### src/rtl/pwm_bridge_pkg.sv
// Shared types and constants for the PWM register bridge.
//   state_e : bridge state machine encoding
//   RSP_ACK / RSP_NAK : response bytes returned on the TX stream
//   HDR_W_BIT : header bit selecting write (1) or read (0)
package pwm_bridge_pkg;

  typedef enum logic [2:0] {
    IDLE     = 3'd0,
    GET_DATA = 3'd1,
    WRITE    = 3'd2,
    READ     = 3'd3,
    SEND     = 3'd4
  } state_e;

  localparam logic [7:0]  RSP_ACK   = 8'hA5;
  localparam logic [7:0]  RSP_NAK   = 8'h5A;
  localparam int unsigned HDR_W_BIT = 7;

endpackage

### src/rtl/pwm_bridge_timer.sv
// Inter-byte idle timer for the bridge.
//   clk, rst_n : clock, async active-low reset
//   clear_i    : restart the count from zero (has priority)
//   run_i      : count one per cycle while high, saturating at TIMEOUT_CYC
//   expired_o  : registered flag, high once TIMEOUT_CYC idle cycles have elapsed
module pwm_bridge_timer #(
  parameter int unsigned TIMEOUT_CYC = 50000
) (
  input  logic clk,
  input  logic rst_n,
  input  logic clear_i,
  input  logic run_i,
  output logic expired_o
);

  localparam int unsigned CNT_W = $clog2(TIMEOUT_CYC + 1);

  logic [CNT_W-1:0] cnt_q, cnt_d;
  logic             expired_q, expired_d;

  // Next count and expiry flag
  always_comb begin
    cnt_d     = cnt_q;
    expired_d = 1'b0;
    if (clear_i) begin
      cnt_d = '0;
    end else if (run_i && (cnt_q != CNT_W'(TIMEOUT_CYC))) begin
      cnt_d = cnt_q + CNT_W'(1);
    end
    expired_d = !clear_i && (cnt_d == CNT_W'(TIMEOUT_CYC));
  end

  always_ff @(posedge clk or negedge rst_n) begin
    if (!rst_n) begin
      cnt_q     <= '0;
      expired_q <= 1'b0;
    end else begin
      cnt_q     <= cnt_d;
      expired_q <= expired_d;
    end
  end

  assign expired_o = expired_q;

endmodule

### src/rtl/pwm_reg_bridge.sv
// Byte-stream to register-bus bridge for the PWM register file.
// Decodes header [W|000|addr] plus NB=WIDTH/8 data bytes (writes), issues a
// one-cycle wr_en/rd_en, and answers with ACK, NAK or NB read-data bytes.
//   clk, rst_n                 : clock, async active-low reset
//   rx_valid, rx_data, rx_ready: command byte stream in
//   tx_valid, tx_data, tx_ready: response byte stream out
//   wr_en, rd_en, addr, wr_data: register access strobes and payload
//   rd_data                    : combinational read data while rd_en=1
//   busy                       : high whenever the bridge is not IDLE
// Optional feature: define PWM_BRIDGE_TIMEOUT_EN to abort a write frame with
// NAK when no byte arrives for TIMEOUT_CYC cycles during GET_DATA.
module pwm_reg_bridge
  import pwm_bridge_pkg::*;
#(
  parameter int unsigned WIDTH       = 16,
  parameter int unsigned TIMEOUT_CYC = 50000
) (
  input  logic             clk,
  input  logic             rst_n,
  input  logic             rx_valid,
  input  logic [7:0]       rx_data,
  output logic             rx_ready,
  output logic             tx_valid,
  output logic [7:0]       tx_data,
  input  logic             tx_ready,
  output logic             wr_en,
  output logic             rd_en,
  output logic [3:0]       addr,
  output logic [WIDTH-1:0] wr_data,
  input  logic [WIDTH-1:0] rd_data,
  output logic             busy
);

  localparam int unsigned NB = WIDTH / 8;
  localparam int unsigned CW = (NB > 1) ? $clog2(NB) : 1;

  if ((WIDTH == 0) || ((WIDTH % 8) != 0)) begin : g_bad_width
    $error("pwm_reg_bridge: WIDTH must be a nonzero multiple of 8");
  end
  if (TIMEOUT_CYC == 0) begin : g_bad_timeout
    $error("pwm_reg_bridge: TIMEOUT_CYC must be nonzero");
  end

  state_e           state_q, state_d;
  logic [3:0]       addr_q, addr_d;
  logic [WIDTH-1:0] wr_data_q, wr_data_d;
  logic [WIDTH-1:0] shift_q, shift_d;
  logic [CW-1:0]    cnt_q, cnt_d;
  logic [7:0]       tx_data_q, tx_data_d;
  logic             rx_ready_q, rx_ready_d;
  logic             tx_valid_q, tx_valid_d;
  logic             wr_en_q, wr_en_d;
  logic             rd_en_q, rd_en_d;
  logic             busy_q, busy_d;
  logic             rx_hs, tx_hs;
  logic             timeout;

  assign rx_hs = rx_valid && rx_ready_q;
  assign tx_hs = tx_valid_q && tx_ready;

`ifdef PWM_BRIDGE_TIMEOUT_EN
  // Counter restarts on every accepted byte and whenever not collecting data
  pwm_bridge_timer #(.TIMEOUT_CYC(TIMEOUT_CYC)) u_timer (
    .clk      (clk),
    .rst_n    (rst_n),
    .clear_i  (rx_hs || (state_q != GET_DATA)),
    .run_i    (state_q == GET_DATA),
    .expired_o(timeout)
  );
`else
  assign timeout = 1'b0;
`endif

  // Next-state, datapath and registered-output decode
  always_comb begin
    state_d   = state_q;
    addr_d    = addr_q;
    wr_data_d = wr_data_q;
    shift_d   = shift_q;
    cnt_d     = cnt_q;
    tx_data_d = tx_data_q;

    case (state_q)
      IDLE: begin
        if (rx_hs) begin
          cnt_d = '0;
          if (rx_data[6:4] != 3'b000) begin
            tx_data_d = RSP_NAK;
            state_d   = SEND;
          end else begin
            addr_d  = rx_data[3:0];
            state_d = rx_data[HDR_W_BIT] ? GET_DATA : READ;
          end
        end
      end
      GET_DATA: begin
        if (timeout) begin
          tx_data_d = RSP_NAK;
          cnt_d     = '0;
          state_d   = SEND;
        end else if (rx_hs) begin
          shift_d = (shift_q << 8) | WIDTH'(rx_data);
          if (cnt_q == CW'(NB - 1)) begin
            // Publish the word only once complete so wr_data is stable in WRITE
            wr_data_d = shift_d;
            state_d   = WRITE;
          end else begin
            cnt_d = cnt_q + CW'(1);
          end
        end
      end
      WRITE: begin
        tx_data_d = RSP_ACK;
        cnt_d     = '0;
        state_d   = SEND;
      end
      READ: begin
        // rd_en is high this cycle; first byte goes straight to tx_data
        tx_data_d = rd_data[WIDTH-1 -: 8];
        shift_d   = rd_data << 8;
        cnt_d     = CW'(NB - 1);
        state_d   = SEND;
      end
      SEND: begin
        if (tx_hs) begin
          if (cnt_q == '0) begin
            state_d = IDLE;
          end else begin
            tx_data_d = shift_q[WIDTH-1 -: 8];
            shift_d   = shift_q << 8;
            cnt_d     = cnt_q - CW'(1);
          end
        end
      end
      default: state_d = IDLE;
    endcase

    // Outputs are registered from the next state so they line up with it
    rx_ready_d = (state_d == IDLE) || (state_d == GET_DATA);
    tx_valid_d = (state_d == SEND);
    wr_en_d    = (state_d == WRITE);
    rd_en_d    = (state_d == READ);
    busy_d     = (state_d != IDLE);
  end

  always_ff @(posedge clk or negedge rst_n) begin
    if (!rst_n) begin
      state_q    <= IDLE;
      addr_q     <= '0;
      wr_data_q  <= '0;
      shift_q    <= '0;
      cnt_q      <= '0;
      tx_data_q  <= '0;
      rx_ready_q <= 1'b0;
      tx_valid_q <= 1'b0;
      wr_en_q    <= 1'b0;
      rd_en_q    <= 1'b0;
      busy_q     <= 1'b0;
    end else begin
      state_q    <= state_d;
      addr_q     <= addr_d;
      wr_data_q  <= wr_data_d;
      shift_q    <= shift_d;
      cnt_q      <= cnt_d;
      tx_data_q  <= tx_data_d;
      rx_ready_q <= rx_ready_d;
      tx_valid_q <= tx_valid_d;
      wr_en_q    <= wr_en_d;
      rd_en_q    <= rd_en_d;
      busy_q     <= busy_d;
    end
  end

  assign rx_ready = rx_ready_q;
  assign tx_valid = tx_valid_q;
  assign tx_data  = tx_data_q;
  assign wr_en    = wr_en_q;
  assign rd_en    = rd_en_q;
  assign addr     = addr_q;
  assign wr_data  = wr_data_q;
  assign busy     = busy_q;

endmodule

### config.mk
export PLATFORM = sky130hd
export DESIGN_NAME = pwm_reg_bridge
export DESIGN_NICKNAME = d
export VERILOG_FILES = /design/src/rtl/pwm_bridge_pkg.sv /design/src/rtl/pwm_bridge_timer.sv /design/src/rtl/pwm_reg_bridge.sv
export SDC_FILE = /design/constraint.sdc
export NUM_CORES = 1
export LEC_CHECK = 0
export BUFFER_PORTS_ARGS = -buffer_cell sky130_fd_sc_hd__buf_2
export CAP_MARGIN = 25
export CORE_ASPECT_RATIO = 1.5
export CORE_MARGIN = 1.5
export CORE_UTILIZATION = 45
export DETAILED_ROUTE_END_ITERATION = 16
export GPL_ROUTABILITY_DRIVEN = 0
export PLACE_DENSITY = 0.69
export SYNTH_ARGS = -nofsm -noshare
export SYNTH_HDL_FRONTEND = slang
export SYNTH_SLANG_ARGS = --single-unit
### constraint.sdc
create_clock -name clk -period 2.7 [get_ports clk]
set_clock_uncertainty 0.15 [all_clocks]
set_input_delay 0.135 -clock clk [delete_from_list [all_inputs] [get_ports clk]]
set_output_delay 0.135 -clock clk [all_outputs]
set_load 0.01 [all_outputs]
==> results of run 1 <==
## power groups by stage
stage,clock (mW),combinational (mW),sequential (mW)
6_report,0.456,0.753,1.17
5_1_grt,0.496,0.834,1.20
4_1_cts,0.466,0.760,1.17
3_5_place_dp,0,0.738,1.19
3_3_place_gp,0,0.728,1.18
2_1_floorplan,0,0.458,1.21
## metal layers
layer / vias up / part of all wire [%]
li1: 832 / -
met1: 840 / 40
met2: 53 / 53
met3: 13 / 4.1
met4: 0 / 2.7
met5: - / 0
## Yosys cell counts, drive strengths merged, types with 2 or more instances
master   n
inv      3
nor2     8
mux2i    8
buf      8
nand2   17
mux2    28
nor3     2
nand2b   3
nor2b    2
nand3    2
a21oi   12
dfrtp   53
nor3b    2
a32o     8
o21ai   20
## through the flow
step           instance area [um^2]  hold slack [ns]  setup slack (ns)  total power [mW]
2_1_floorplan                  2330           -0.311              1.03              1.67
3_3_place_gp                   2690          -0.0435             0.751              1.91
3_5_place_dp                   2690          -0.0436             0.714              1.93
4_1_cts                        2950          0.00409             0.664              2.40
5_1_grt                        2950          0.00670             0.468              2.53
6_report                       2950          0.00218             0.654              2.38
## kinds of logic (layout without fill, tap and decap cells)
| logic type | count (synthesis) | in the layout | share of synthesized area (%) |
|---|---|---|---|
| AO/OA/AOI/OAI | 45 | 45 | 13.4 |
| buffers and inverters | 12 | 91 | 2.84 |
| flip-flops | 53 | 53 | 56.9 |
| multiplexers | 36 | 36 | 17.0 |
| AND/OR/NAND/NOR | 41 | 41 | 9.93 |
## flip-flops by register name, summed over array words and instances (netlist names)
| signal | flops |
|---|---|
| addr | 4 |
| tx_data | 8 |
| wr_data | 16 |
| rd_en | 1 |
| wr_en | 1 |
| busy | 1 |
| tx_valid | 1 |
| shift_q | 16 |
| cnt_q | 1 |
| state_q | 3 |
| rx_ready | 1 |
## final timing paths
| check | slack [ns] | cells past startpoint | endpoint | from |
|---|---|---|---|---|
| worst max-delay path | 0.65 | 6 | tx_data[0] | rx_data[5] |
| worst min-delay path | 0.002 | 4 | tx_data[2] | rd_data[10] |
| worst max register to register | 0.71 | 3 | shift_q[15] | state_q[1] |
| worst min register to register | 0.33 | 2 | shift_q[11] | shift_q[11] |
| max in group asynchronous | 1.66 | 3 | state_q[0] | rst_n |
| min in group asynchronous | 0.14 | 2 | wr_data[0] | rst_n |
## repair_timing
action                     CTS  global route
hold endpoints to repair    49             0
setup endpoints to repair    0             0
hold buffers                17             0
## critical path: stages
cell and delay [ns]:
dlygate4sd3_1 0.53, buf_2 0.14, nor3_2 0.46, o41ai_2 0.16, a21oi_4 0.29, mux2_2 0.37
## layout make-up
type / count / area [um^2] / share of cell area (%)
well taps: 66 / 82.6 / 2.80
multi-input cells: 122 / 938 / 31.8
clock inverters: 1 / 7.51 / 0.255
inverters: 3 / 11.3 / 0.382
clock buffers: 6 / 82.6 / 2.80
repair buffers: 81 / 500 / 17.0
flip-flops and latches: 53 / 1330 / 45.0
==> run_results.csv, run 1 <==
group,metric,value,unit
status,status,"completed",
timing,fmax,0.489,GHz
synthesis,synth_area_leader_cell,"dfrtp_1",
power_and_ir_drop,combPwrFrac,31.6,%
synthesis,synth_cells,187,
timing,min_period,2.05,ns
final_layout,utilization,59.9,%
routing,drc,0,
power_and_ir_drop,seq_power_share,49.3,%
clock_tree,cts_buffers,5,
final_layout,layout_common_cells,"buf_2, dfrtp_1, mux2_2",
floorplan,row_count,31,
routing,wl,4900,um
timing,tightest_slew,0.870,ns
global_routing,grt_max_degree,25,
timing,setup-tns-final,0,ns
synthesis,ys_types,34,
synthesis,yosys_warnings,0,
final_layout,final_common_cell,"buf_2",
timing,rsz0062_at_grt,"false",
timing,finalCritPeriodShare,75.8,%
power_and_ir_drop,power_density,808,nW/um^2
floorplan,die_area,5630,um^2
synthesis,yosysSeqAreaShare,56.9,%
floorplan,start_util,47.3,%
routing,via_count,1738,
worst_setup_path,cp-end-kind,"register",
clock_tree,cts_tree,"done",
power_and_ir_drop,p_switching,0.782,mW
synthesis,avgSynthCellArea,12.5,um^2
final_layout,synthToLayoutAreaGrowth,26.5,%
final_layout,antennaDiodeCount,0,
clock_tree,cts_root_buffer,"clkbuf_8",
timing,hold_viol_final,0,
global_routing,grt_usage,19.0,%
place,hpwl,3470,um
global_routing,busiest_layer,"met2",
place,io_buffers,60,
clock_tree,clock_latency,0.31,ns
global_routing,grt_antenna_before_repair,0,
routing,detail-route-antenna-nets,0,
power_and_ir_drop,swShare,32.8,%
final_layout,drive_gt1_share,38.0,%
power_and_ir_drop,clockPowerShare,19.1,%
clock_tree,cts_resized,0,
global_routing,grt_pass1_vias,1675,
floorplan,io_pins,61,
timing,maxSlewHeadroom,41.9,%
synthesis,synthTopCellsByArea,"dfrtp_1, mux2_2, mux2_1",
place,dp.cells,308,
routing,drt_iter0_markers,34,
final_layout,fillers,419,
synthesis,synthesis.area,2330,um^2
worst_setup_path,path_class,"input port to register",
floorplan,coreArea,4930,um^2
global_routing,grt_pass1_wl,7920,um
final_layout,nets,294,
clock_tree,htreeDepth,2,
worst_setup_path,worstSetupStartpointType,"input port",
timing,setup_viol,0,
worst_setup_path,critPathRequiredTime,2.75,ns
synthesis,synth_flop_cell,"dfrtp_1",
power_and_ir_drop,power.internal,1.60,mW
synthesis,synth_top_area_share,56.9,%
global_routing,gr-total-overflow,0,
final_layout,final_cells,332,
power_and_ir_drop,leakagePower,1.54,nW
synthesis,synthesis.nets,215,
routing,post_drt_wl_per_cell,14.8,um
power_and_ir_drop,vdd_drop_max,0.385,mV
clock_tree,cts_setup_buffers,0,
min_path,holdCritPathClass,"input port to register",
floorplan,fp.dieH,91.1,um
clock_tree,cts.sinks,53,
routing,routed_via_density,5.23,
run,maxCapViolCount,0,
routing,drtPass1Iterations,4,
global_routing,use_met3,4.13,%
synthesis,ys_seq_elements,53,
clock_tree,clkSlewWorstSetupHoldPaths,0.09,ns
clock_tree,clockBufferDepth,2,
global_routing,grt_util_met1,23.5,%
floorplan,fp.dieW,61.8,um
timing,slew_viol_final,0,
global_routing,grt_use_met2,30.6,%
synthesis,synthArstFlopShare,100,%
worst_setup_path,cp_max_fo,8,
synthesis,synth_edf_count,0,
worst_setup_path,critPathArrivalTime,2.10,ns
(Power assumes the default switching activity.)
==> inputs of run 2 (changes only) <==
==> constraint.sdc (replaced) <==
create_clock -name clk -period 2.08 [get_ports clk]
set_clock_uncertainty 0.15 [all_clocks]
set_input_delay 0.104 -clock clk [delete_from_list [all_inputs] [get_ports clk]]
set_output_delay 0.104 -clock clk [all_outputs]
set_load 0.01 [all_outputs]
==> run_results.csv, run 2 (synthesis gave the netlist of run 1 again) <==
group,metric,value,unit
status,status,"completed",
clock_tree,cts_tree,"done",
worst_setup_path,critPathRequiredTime,2.13,ns
routing,drt_iter0_markers,53,
worst_setup_path,critPathArrivalTime,1.88,ns
routing,detail-route-antenna-nets,0,
floorplan,coreArea,4930,um^2
global_routing,gr-total-overflow,0,
worst_setup_path,cp-end-kind,"register",
worst_setup_path,path_class,"input port to register",
worst_setup_path,cp_max_fo,8,
power_and_ir_drop,leakagePower,1.61,nW
clock_tree,clkSlewWorstSetupHoldPaths,0.09,ns
timing,min_period,1.83,ns
power_and_ir_drop,vdd_drop_max,0.811,mV
routing,via_count,1767,
timing,setup-tns-final,0,ns
global_routing,grt_antenna_before_repair,0,
timing,fmax,0.547,GHz
routing,drtPass1Iterations,4,
place,io_buffers,60,
power_and_ir_drop,total_power,3.38,mW
timing,timing.hold.ws,0.0420,ns
place,post_dp_cell_area,2710,um^2
floorplan,start_util,47.3,%
clock_tree,cts_root_buffer,"clkbuf_8",
timing,maxSlewHeadroom,56.4,%
power_and_ir_drop,power_density,1100,nW/um^2
floorplan,die_area,5630,um^2
timing,hold_viol_final,0,
floorplan,fp.dieH,91.1,um
global_routing,grt_usage,19.4,%
run,maxCapViolCount,0,
timing,slew_viol_final,0,
clock_tree,htreeDepth,2,
routing,routed_via_density,5.20,
clock_tree,clockBufferDepth,2,
clock_tree,cts_setup_buffers,0,
place,hpwl,3430,um
min_path,holdCritPathClass,"input port to register",
floorplan,row_count,31,
worst_setup_path,worstSetupStartpointType,"input port",
timing,finalCritPeriodShare,87.9,%
clock_tree,clock_latency,0.31,ns
global_routing,grt_max_degree,54,
final_layout,fin_area,3070,um^2
floorplan,io_pins,61,
routing,drc,0,
timing,rsz0062_at_grt,"false",
clock_tree,cts.sinks,53,
final_layout,final_common_cell,"buf_2",
timing,setup_viol,0,
routing,post_drt_wl_per_cell,14.8,um
clock_tree,cts_buffers,5,
timing,tightest_slew,0.654,ns
global_routing,grt_pass1_vias,1755,
final_layout,drive_gt1_share,38.3,%
global_routing,grt_pass1_wl,8220,um
routing,wl,5040,um
final_layout,synthToLayoutAreaGrowth,31.7,%
floorplan,fp.dieW,61.8,um
final_layout,layout_common_cells,"buf_2, dfrtp_1, dlygate4sd3_1",
final_layout,antennaDiodeCount,0,
final_layout,nets,301,
==> run 2: cell count changes in the layout (fill, tap and decap cells not counted) <==
| cell | delta |
|---|---|
| inv_6 | +1 |
| dlygate4sd3_1 | +4 |
| a2bb2oi_2 | -1 |
| clkbuf_8 | -1 |
| a2bb2oi_4 | +1 |
| buf_4 | +3 |
| clkinvlp_4 | -1 |
| bufinv_16 | +2 |
==> run 2: final cells by class <==
cell class | instances | area [um^2]
inverters | 3 | 11.3
well taps | 66 | 82.6
repair buffers | 88 | 563
clock inverters | 3 | 68.8
multi-input cells | 122 | 950
flip-flops and latches | 53 | 1330
clock buffers | 5 | 68.8
fillers | 429 | 1860
==> run 2: report_power, final <==
group / internal (mW) / leakage [nW] / total (mW) / switching (mW)
Combinational: 0.515 / 0.829 / 1.03 / 0.516
Clock: 0.484 / 0.0687 / 0.831 / 0.347
Sequential: 1.32 / 0.708 / 1.52 / 0.191
Total: 2.32 / 1.61 / 3.38 / 1.05
==> run 2: path summary, 6_finish.rpt <==
kind	from	to	slack (ns)	cells after the start
setup / recovery	rx_data[5]	tx_data[3]	0.25	7
hold / removal	rd_data[11]	tx_data[3]	0.04	4
setup reg to reg	state_q[2]	wr_data[13]	0.27	4
hold reg to reg	wr_data[12]	wr_data[12]	0.34	1
max in group asynchronous	rst_n	tx_data[3]	1.06	3
min in group asynchronous	rst_n	wr_data[0]	0.28	3
==> run 2: repair_timing <==
item / CTS / global route
endpoints found under the setup margin: 0 / 8
endpoints found under the hold margin: 88 / 0
resized for setup: 0 / 1
hold buffers: 21 / 0
==> run 2: through the flow <==
stage	setup slack, ns	utilization, %	cells
2_1_floorplan	0.410	-	187
3_5_place_dp	0.0512	55.0	311
4_1_cts	0.0551	62.1	340
3_3_place_gp	0.136	55.0	311
6_report	0.251	62.3	340
5_1_grt	0.164	62.3	340
==> run 2: critical path, cell delays in order <==
cell           delay (ns)
dlygate4sd3_1        0.53
buf_2                0.14
nor3_2               0.19
buf_4                0.17
o41ai_2              0.09
a21oi_4              0.27
mux2_2               0.37
==> run 2: metal layers <==
layer,global-route usage (%),vias to the layer above,wire (um)
met5,0,-,0
met4,5.32,0,86
met3,3.70,7,184
met2,31.8,46,2690
met1,25.6,873,2080
li1,-,841,-
